**config.mk**
```make
export PLATFORM = sky130hd
export DESIGN_NAME = mem_arbiter
export DESIGN_NICKNAME = d
export VERILOG_FILES = /design/src/rtl/mem_arbiter_pkg.sv /design/src/rtl/rr_arb2.sv /design/src/rtl/mem_arbiter.sv
export SDC_FILE = /design/constraint.sdc
export NUM_CORES = 1
export LEC_CHECK = 0
export ABC_AREA = 0
export ABC_CLOCK_PERIOD_IN_PS = 3800
export CAP_MARGIN = 20
export CORE_AREA = 2 2 110 112
export DETAILED_ROUTE_END_ITERATION = 16
export DIE_AREA = 0 0 112 114
export HOLD_SLACK_MARGIN = 0.1
export PLACE_DENSITY = 0.82
export RECOVER_POWER = 25
export SETUP_SLACK_MARGIN = 0.05
export SLEW_MARGIN = 20
export SYNTH_ARGS = -nofsm -noshare
export SYNTH_HDL_FRONTEND = slang
export SYNTH_SLANG_ARGS = --single-unit
export TNS_END_PERCENT = 1
```
**constraint.sdc**
```tcl
create_clock -name clk -period 3.8 [get_ports clk]
set_input_delay 0.38 -clock clk [delete_from_list [all_inputs] [get_ports clk]]
set_output_delay 0.38 -clock clk [all_outputs]
set_load 0.02 [all_outputs]
```
**src/rtl/mem_arbiter_pkg.sv**
```systemverilog
// Shared constants for the two-master memory arbiter: FSM state encoding and master IDs.
package mem_arbiter_pkg;

    localparam logic [1:0] IDLE = 2'd0;
    localparam logic [1:0] REQ  = 2'd1;
    localparam logic [1:0] RSP  = 2'd2;

    localparam logic ID_IFU = 1'b0;
    localparam logic ID_LSU = 1'b1;

endpackage

```
**src/rtl/rr_arb2.sv**
```systemverilog
// Combinational two-way round-robin pick; on contention the master that did not win last time is chosen.
module rr_arb2
    import mem_arbiter_pkg::*;
(
    input  logic req0,
    input  logic req1,
    input  logic last_grant,
    output logic gnt0,
    output logic gnt1
);

    assign gnt0 = req0 & (~req1 | (last_grant == ID_LSU));
    assign gnt1 = req1 & (~req0 | (last_grant == ID_IFU));

endmodule

```
**src/rtl/mem_arbiter.sv**
```systemverilog
// Shares one memory port between instruction fetch and load/store, one transaction in flight,
// with the request registered once and the response routed back combinationally.
module mem_arbiter
    import mem_arbiter_pkg::*;
#(
    parameter int DATA_LEN = 32,
    parameter int ADDR_LEN = 32
) (
    input  logic                  clk,
    input  logic                  rst_n,

    input  logic                  ifu_req_valid,
    output logic                  ifu_req_ready,
    input  logic [ADDR_LEN-1:0]   ifu_addr,
    output logic                  ifu_rsp_valid,
    input  logic                  ifu_rsp_ready,
    output logic [DATA_LEN-1:0]   ifu_rdata,
    output logic                  ifu_rsp_err,

    input  logic                  lsu_req_valid,
    output logic                  lsu_req_ready,
    input  logic [ADDR_LEN-1:0]   lsu_addr,
    input  logic                  lsu_wen,
    input  logic [DATA_LEN-1:0]   lsu_wdata,
    input  logic [DATA_LEN/8-1:0] lsu_wstrb,
    output logic                  lsu_rsp_valid,
    input  logic                  lsu_rsp_ready,
    output logic [DATA_LEN-1:0]   lsu_rdata,
    output logic                  lsu_rsp_err,

    output logic                  mem_req_valid,
    input  logic                  mem_req_ready,
    output logic [ADDR_LEN-1:0]   mem_addr,
    output logic                  mem_wen,
    output logic [DATA_LEN-1:0]   mem_wdata,
    output logic [DATA_LEN/8-1:0] mem_wstrb,
    input  logic                  mem_rsp_valid,
    output logic                  mem_rsp_ready,
    input  logic [DATA_LEN-1:0]   mem_rdata,
    input  logic                  mem_rsp_err,

    output logic                  busy,
    output logic                  grant_id
);

    logic [1:0] state;
    logic       last_grant;
    logic       gnt_ifu;
    logic       gnt_lsu;
    logic       is_idle;
    logic       is_req;
    logic       is_rsp;
    logic       ifu_accept;
    logic       lsu_accept;
    logic       route_ifu;
    logic       route_lsu;
    logic       granted_rsp_ready;

    rr_arb2 u_rr_arb2 (
        .req0       (ifu_req_valid),
        .req1       (lsu_req_valid),
        .last_grant (last_grant),
        .gnt0       (gnt_ifu),
        .gnt1       (gnt_lsu)
    );

    assign is_idle = (state == IDLE);
    assign is_req  = (state == REQ);
    assign is_rsp  = (state == RSP);
    assign busy    = ~is_idle;

    assign ifu_req_ready = is_idle & gnt_ifu;
    assign lsu_req_ready = is_idle & gnt_lsu;
    assign ifu_accept    = ifu_req_valid & ifu_req_ready;
    assign lsu_accept    = lsu_req_valid & lsu_req_ready;

    assign mem_req_valid = is_req;

    // Responses reach only the granted master and only in RSP; strays elsewhere are dropped.
    assign route_ifu         = is_rsp & (grant_id == ID_IFU);
    assign route_lsu         = is_rsp & (grant_id == ID_LSU);
    assign granted_rsp_ready = (grant_id == ID_LSU) ? lsu_rsp_ready : ifu_rsp_ready;
    assign mem_rsp_ready     = is_rsp & granted_rsp_ready;

    assign ifu_rsp_valid = route_ifu & mem_rsp_valid;
    assign ifu_rdata     = route_ifu ? mem_rdata : '0;
    assign ifu_rsp_err   = route_ifu & mem_rsp_err;
    assign lsu_rsp_valid = route_lsu & mem_rsp_valid;
    assign lsu_rdata     = route_lsu ? mem_rdata : '0;
    assign lsu_rsp_err   = route_lsu & mem_rsp_err;

    // Fetches are read-only, so an ifu grant latches a clean load with no strobes.
    always_ff @(posedge clk or negedge rst_n) begin
        if (!rst_n) begin
            state      <= IDLE;
            last_grant <= ID_IFU;
            grant_id   <= ID_IFU;
            mem_addr   <= '0;
            mem_wen    <= 1'b0;
            mem_wdata  <= '0;
            mem_wstrb  <= '0;
        end else begin
            case (state)
                IDLE: begin
                    if (lsu_accept) begin
                        state      <= REQ;
                        last_grant <= ID_LSU;
                        grant_id   <= ID_LSU;
                        mem_addr   <= lsu_addr;
                        mem_wen    <= lsu_wen;
                        mem_wdata  <= lsu_wdata;
                        mem_wstrb  <= lsu_wstrb;
                    end else if (ifu_accept) begin
                        state      <= REQ;
                        last_grant <= ID_IFU;
                        grant_id   <= ID_IFU;
                        mem_addr   <= ifu_addr;
                        mem_wen    <= 1'b0;
                        mem_wdata  <= '0;
                        mem_wstrb  <= '0;
                    end
                end
                REQ: begin
                    if (mem_req_ready) begin
                        state <= RSP;
                    end
                end
                RSP: begin
                    if (mem_rsp_valid && mem_rsp_ready) begin
                        state <= IDLE;
                    end
                end
                default: state <= IDLE;
            endcase
        end
    end

endmodule

```
Word-level counts from Yosys, hierarchy flattened
Index checks and enable logic that the tools add are counted.

word-level totals
  input port bits = 142
  logic and storage cells = 52
  output and inout bits = 143
  bits in registers = 72

cells by class
  mux-type cells = 17
  reduce and logical (&&, ||, !) cells = 5
  bitwise logic cells = 19
  equal/unequal tests = 5

operators with widths
  operator            count
  $mux 32             6
  $and 1x1->1         13
  $mux 2              4
  $mux 4              2
  $pmux 2 s3          1
  $mux 1              4
  $ne 2x1->1 const B  2
  $not 1->1           4
  $ne 3x1->1 const B  1
  $reduce_and 3->1    1
  $eq 2x1->1 const B  1
  $eq 2x2->1 const B  1
  $logic_not 2->1     1
  $or 1x1->1          2
  $reduce_and 2->1    1
  $reduce_bool 2->1   1
  $logic_and 1x1->1   1

Longest topological paths before layout
  depth in word-level cells = 8
  mapped depth = 6
  mapped depth without buffers = 4

Hierarchy
A second synthesis with hierarchy kept.

unflattened totals
  cells, all modules = 290
  area total of the unflattened synthesis = 3415.8 um^2

by module, submodules not included
  module       instances  area an instance (um^2)  cells each  seq. area each (um^2)
  mem_arbiter  1          3397.0                   287         1801.7
  rr_arb2      1          18.8                     3           0.0

Worst setup path after synthesis
Ideal clock, no wire load.

  path type = register -> output
  start point = reg last_grant (netlist name)
  end point = out lsu_rdata[10]
  stages on the path, launching flop included = 6
  setup slack = 2.086 ns
  data arrival time = 1.334 ns
  data required time = 3.420 ns
  buffers on the path = 2
  path through = dfrtp_1 buf_4 inv_1 nor2_1 clkbuf_2 and2_1

RTL lines
  item              RTL line           RTL
  end: declaration  mem_arbiter.sv:28  output logic [DATA_LEN-1:0] lsu_rdata,

Worst setup path in the final report
  start point = reg state[0]
  end point = out busy

between the ends
  longest elaborated chain between the ends = 2

RTL lines
  item                      RTL line            RTL
  start: declaration        mem_arbiter.sv:46   logic [1:0] state;
  start signal: assignment  mem_arbiter.sv:95   state <= IDLE;
  start signal: assignment  mem_arbiter.sv:106  state <= REQ;
  start signal: assignment  mem_arbiter.sv:114  state <= REQ;
  $logic_not 2->1           mem_arbiter.sv:67   assign is_idle = (state == IDLE);
  $not 1->1                 mem_arbiter.sv:70   assign busy = ~is_idle;
  end: declaration          mem_arbiter.sv:42   output logic busy,

No other way between the ends.

==> results by group <==
Worst setup path
  • R2r startpoint: state[0]
  • Critical path startpoint category: flip-flop
  • Worst-path cell with the longest stage delay: nor2_4
  • Setup crit start: state[0]
  • Critical Path RT: around 3.4 ns
  • Critical-path maximum fanout: 36
  • Worst EP arrival: between 2 and 3 ns
  • CP Depth: 3
  • Worst path cell trace: nor2_4 -> inv_2 -> clkdlybuf4s50_1
  • R2R cell count: 4
  • Bufs and invs on worst path: 2
  • Flop-to-flop setup slack: about 1.6 ns
  • Setup crit end kind: primary output
  • Critical path class: flip-flop to primary output
  • CP Capture Point: busy
  • Slowest cell delay on critical path: around 0.74 ns
  • Crit-path leading delay family: buffers and inverters
  • R2r endpoint: mem_addr[10]

Global routing
  • Number of global-route vias before repair: 4,107
  • First-pass GRT wire length: between 20 and 25 mm
  • GRT Overall Usage: around a fifth
  • Antenna violations before repair: 0
  • Gr ovfl total: 0
  • Largest net degree at the start of global routing: 73

Cells and area
  • Layout net count: approximately 770
  • Layout fillers: approximately 1,000
  • Area of the multi-input gates: approximately 1500 sq um
  • Post-route design area: just under 7000 sq um
  • Leading cell type in the layout, fill and taps excluded: clkdlybuf4s50_1
  • Area delta synth->final: 88.8%
  • Core Util, Final: approximately 59%
  • Reg area: between 1500 and 2000 sq um
  • Layout cells sized above 1: around 4.7%
  • Commonest non-fill, non-tap cells in the layout: 283 x clkdlybuf4s50_1, 72 x dfrtp_1, 68 x and2_1, 37 x a22o_1, 34 x inv_1
  • Ant diodes: 0

Die
  • Die width: roughly 110 microns
  • Full die area: about 13,000 sq um
  • Starting density of the core: between 30% and 40%
  • Core area: 11,700 sq um
  • Die Y: 114 microns
  • Row count: 40
  • Num ports: 285

Route
  • Drt drc: 0
  • Total number of vias: around 4.0k
  • Vias/cell: ~5
  • Routed length per instance: 17.9 microns
  • TritonRoute pass-1 iters: 5
  • Drt initial violations: around 240
  • Final wirelength: roughly 14 mm
  • Post-DRT Antenna Nets: 0

Synth
  • Post-Syn Nets: 505
  • Mean Syn Cell Area: roughly 10 sq um
  • Yosys top cell by area: dfrtp_1
  • Post-synth top area share: 49.6%
  • Seq cells post-synth: between 70 and 80
  • Ys Warns: 0
  • Post-Synthesis Cells: approximately 360
  • Netlist cell types: 25
  • Mapped cell area: ~3600 sq um
  • Leading post-synthesis cells by cell area: dfrtp_1 50%, and2_1 12%, a22o_1 8.9%
  • Register area share after synthesis: between 40% and 50%

Clock network
  • Clk root buf: clkbuf_16
  • CTS tree: built
  • Reg clk slew, reported paths: roughly 0.060 ns
  • CTS H-Tree Depth: 3
  • Setup Fix Bufs, Post-CTS: 0
  • CTS resizes: 0
  • Num CTS Buffers: 9
  • Sink Count: between 70 and 80
  • Clock tree buffer depth: 2
  • Hold-fix buffer count after cts: 0
  • Worst-skew pair later-pin latency: approximately 0.32 ns

Pwr
  • Comb power frac: around 55%
  • Sw power: roughly 1.9 mW
  • Maximum VDD drop: 393 uV
  • Sequential share of power: 27.4%
  • Sw frac: about 40%
  • Clock share of power: ~18%
  • Power per standard cell area: approximately 690 nW/um^2
  • Leak Pwr: between 2 and 3 nW
  • Internal power: between 2 and 3 mW

Place
  • Post-DP HPWL: roughly 10 mm
  • Buffers added on ports: about 280
  • Routability cong.: 0.810
  • Cell Area, Placed: ~6600 sq um

STA
  • Final count of hold timing violations: 0
  • Setup violators final: 0
  • Setup TNS: 0 ns
  • Worst clock skew: approximately 0.0050 ns
  • RSZ-0062 raised after global routing: false
  • Worst hold slack: 0.498 ns
  • Max Slew Vio Count: 73
  • Worst slew margin: -16.6%
  • Worst slew pin tran: 1.75 ns
  • Fin crit period: approximately 3 ns
  • Period utilization: around four fifths
  • Max frequency: 0.333 GHz

Run
  • Max Cap Viol: 1

Outcome
  • Failing checks: capacitance limit, slew limit
  • Status: complete, but fails checks

Hold path
  • HP Class: flip-flop to flip-flop
## final cells by class
class / count / share of cell area (%)
multi-input combinational: 218 / 22.4
tap: 147 / 2.68
timing repair buffer: 293 / 42.3
clock buffer: 11 / 3.54
sequential: 72 / 26.2
clock inverter: 5 / 0.820
inverter: 36 / 1.97
## logic make-up after synthesis
group,synth area share [%]
simple gates,13.6
buf+inv,8.22
flops,49.6
mux,0.275
compound gates,28.4
## registers in the layout (all words and copies together) (netlist names)
register	flops
last_grant	1
mem_wstrb	4
state	2
mem_wdata	32
mem_addr	32
mem_wen	1
## worst reg2reg max path, stage by stage (launching register included)
cell and delay, ns:
dfrtp_1 0.41, nor2_4 0.74, inv_2 0.47, o21ai_0 0.34, o211ai_1 0.13
## power groups by stage
| stage | Clock (mW) | Combinational, mW | Sequential [mW] |
|---|---|---|---|
| after floorplan | 0 | 1.00 | 1.64 |
| after global placement | 0 | 2.56 | 1.29 |
| after detailed placement | 0 | 2.64 | 1.30 |
| after CTS | 0.852 | 2.64 | 1.30 |
| after global routing | 0.886 | 2.79 | 1.33 |
| final | 0.832 | 2.62 | 1.30 |
## metrics by stage
step                std cells  total power, mW  worst slack (ns)
global placement          766             3.85              1.20
floorplan                 363             2.64              2.09
finish                    782             4.76             0.800
global route              782             5.01             0.624
detailed placement        766             3.93              1.14
CTS                       782             4.79             0.803
## synth_stat cells, drive strengths merged
library cell / instances
dfrtp: 72
and2: 68
a22o: 37
inv: 36
o21ai: 34
o2111ai: 31
o211ai: 31
clkbuf: 29
buf: 8
nor2: 5
nand2: 3
nand2b: 2
a21o: 1
a21oi: 1
a221o: 1
mux2i: 1
nand3: 1
nor3b: 1
o2111a: 1
## how the worst min path moves through the flow
stage                  startpoint  slack (ns)       endpoint  cells after the start
global route        mem_wdata[16]        0.52  mem_wdata[16]                      1
detailed placement  mem_wdata[23]        0.49  mem_wdata[23]                      1
finish              mem_wdata[16]        0.50  mem_wdata[16]                      1
floorplan                   rst_n        0.08     last_grant                      0
global placement    mem_wdata[27]        0.48  mem_wdata[27]                      1
CTS                         rst_n        0.22  mem_wdata[25]                      1
## per-layer routing
metal | vias up | global-route usage [%] | wire length [microns] | part of all wire [%]
li1 | 1849 | - | - | -
met1 | 1911 | 24.6 | 5250 | 37
met2 | 216 | 38.7 | 7390 | 53
met3 | 30 | 4.84 | 1030 | 7.4
met4 | 0 | 8.54 | 335 | 2.4
met5 | - | 0 | 0 | 0
(Power assumes the default switching activity.)
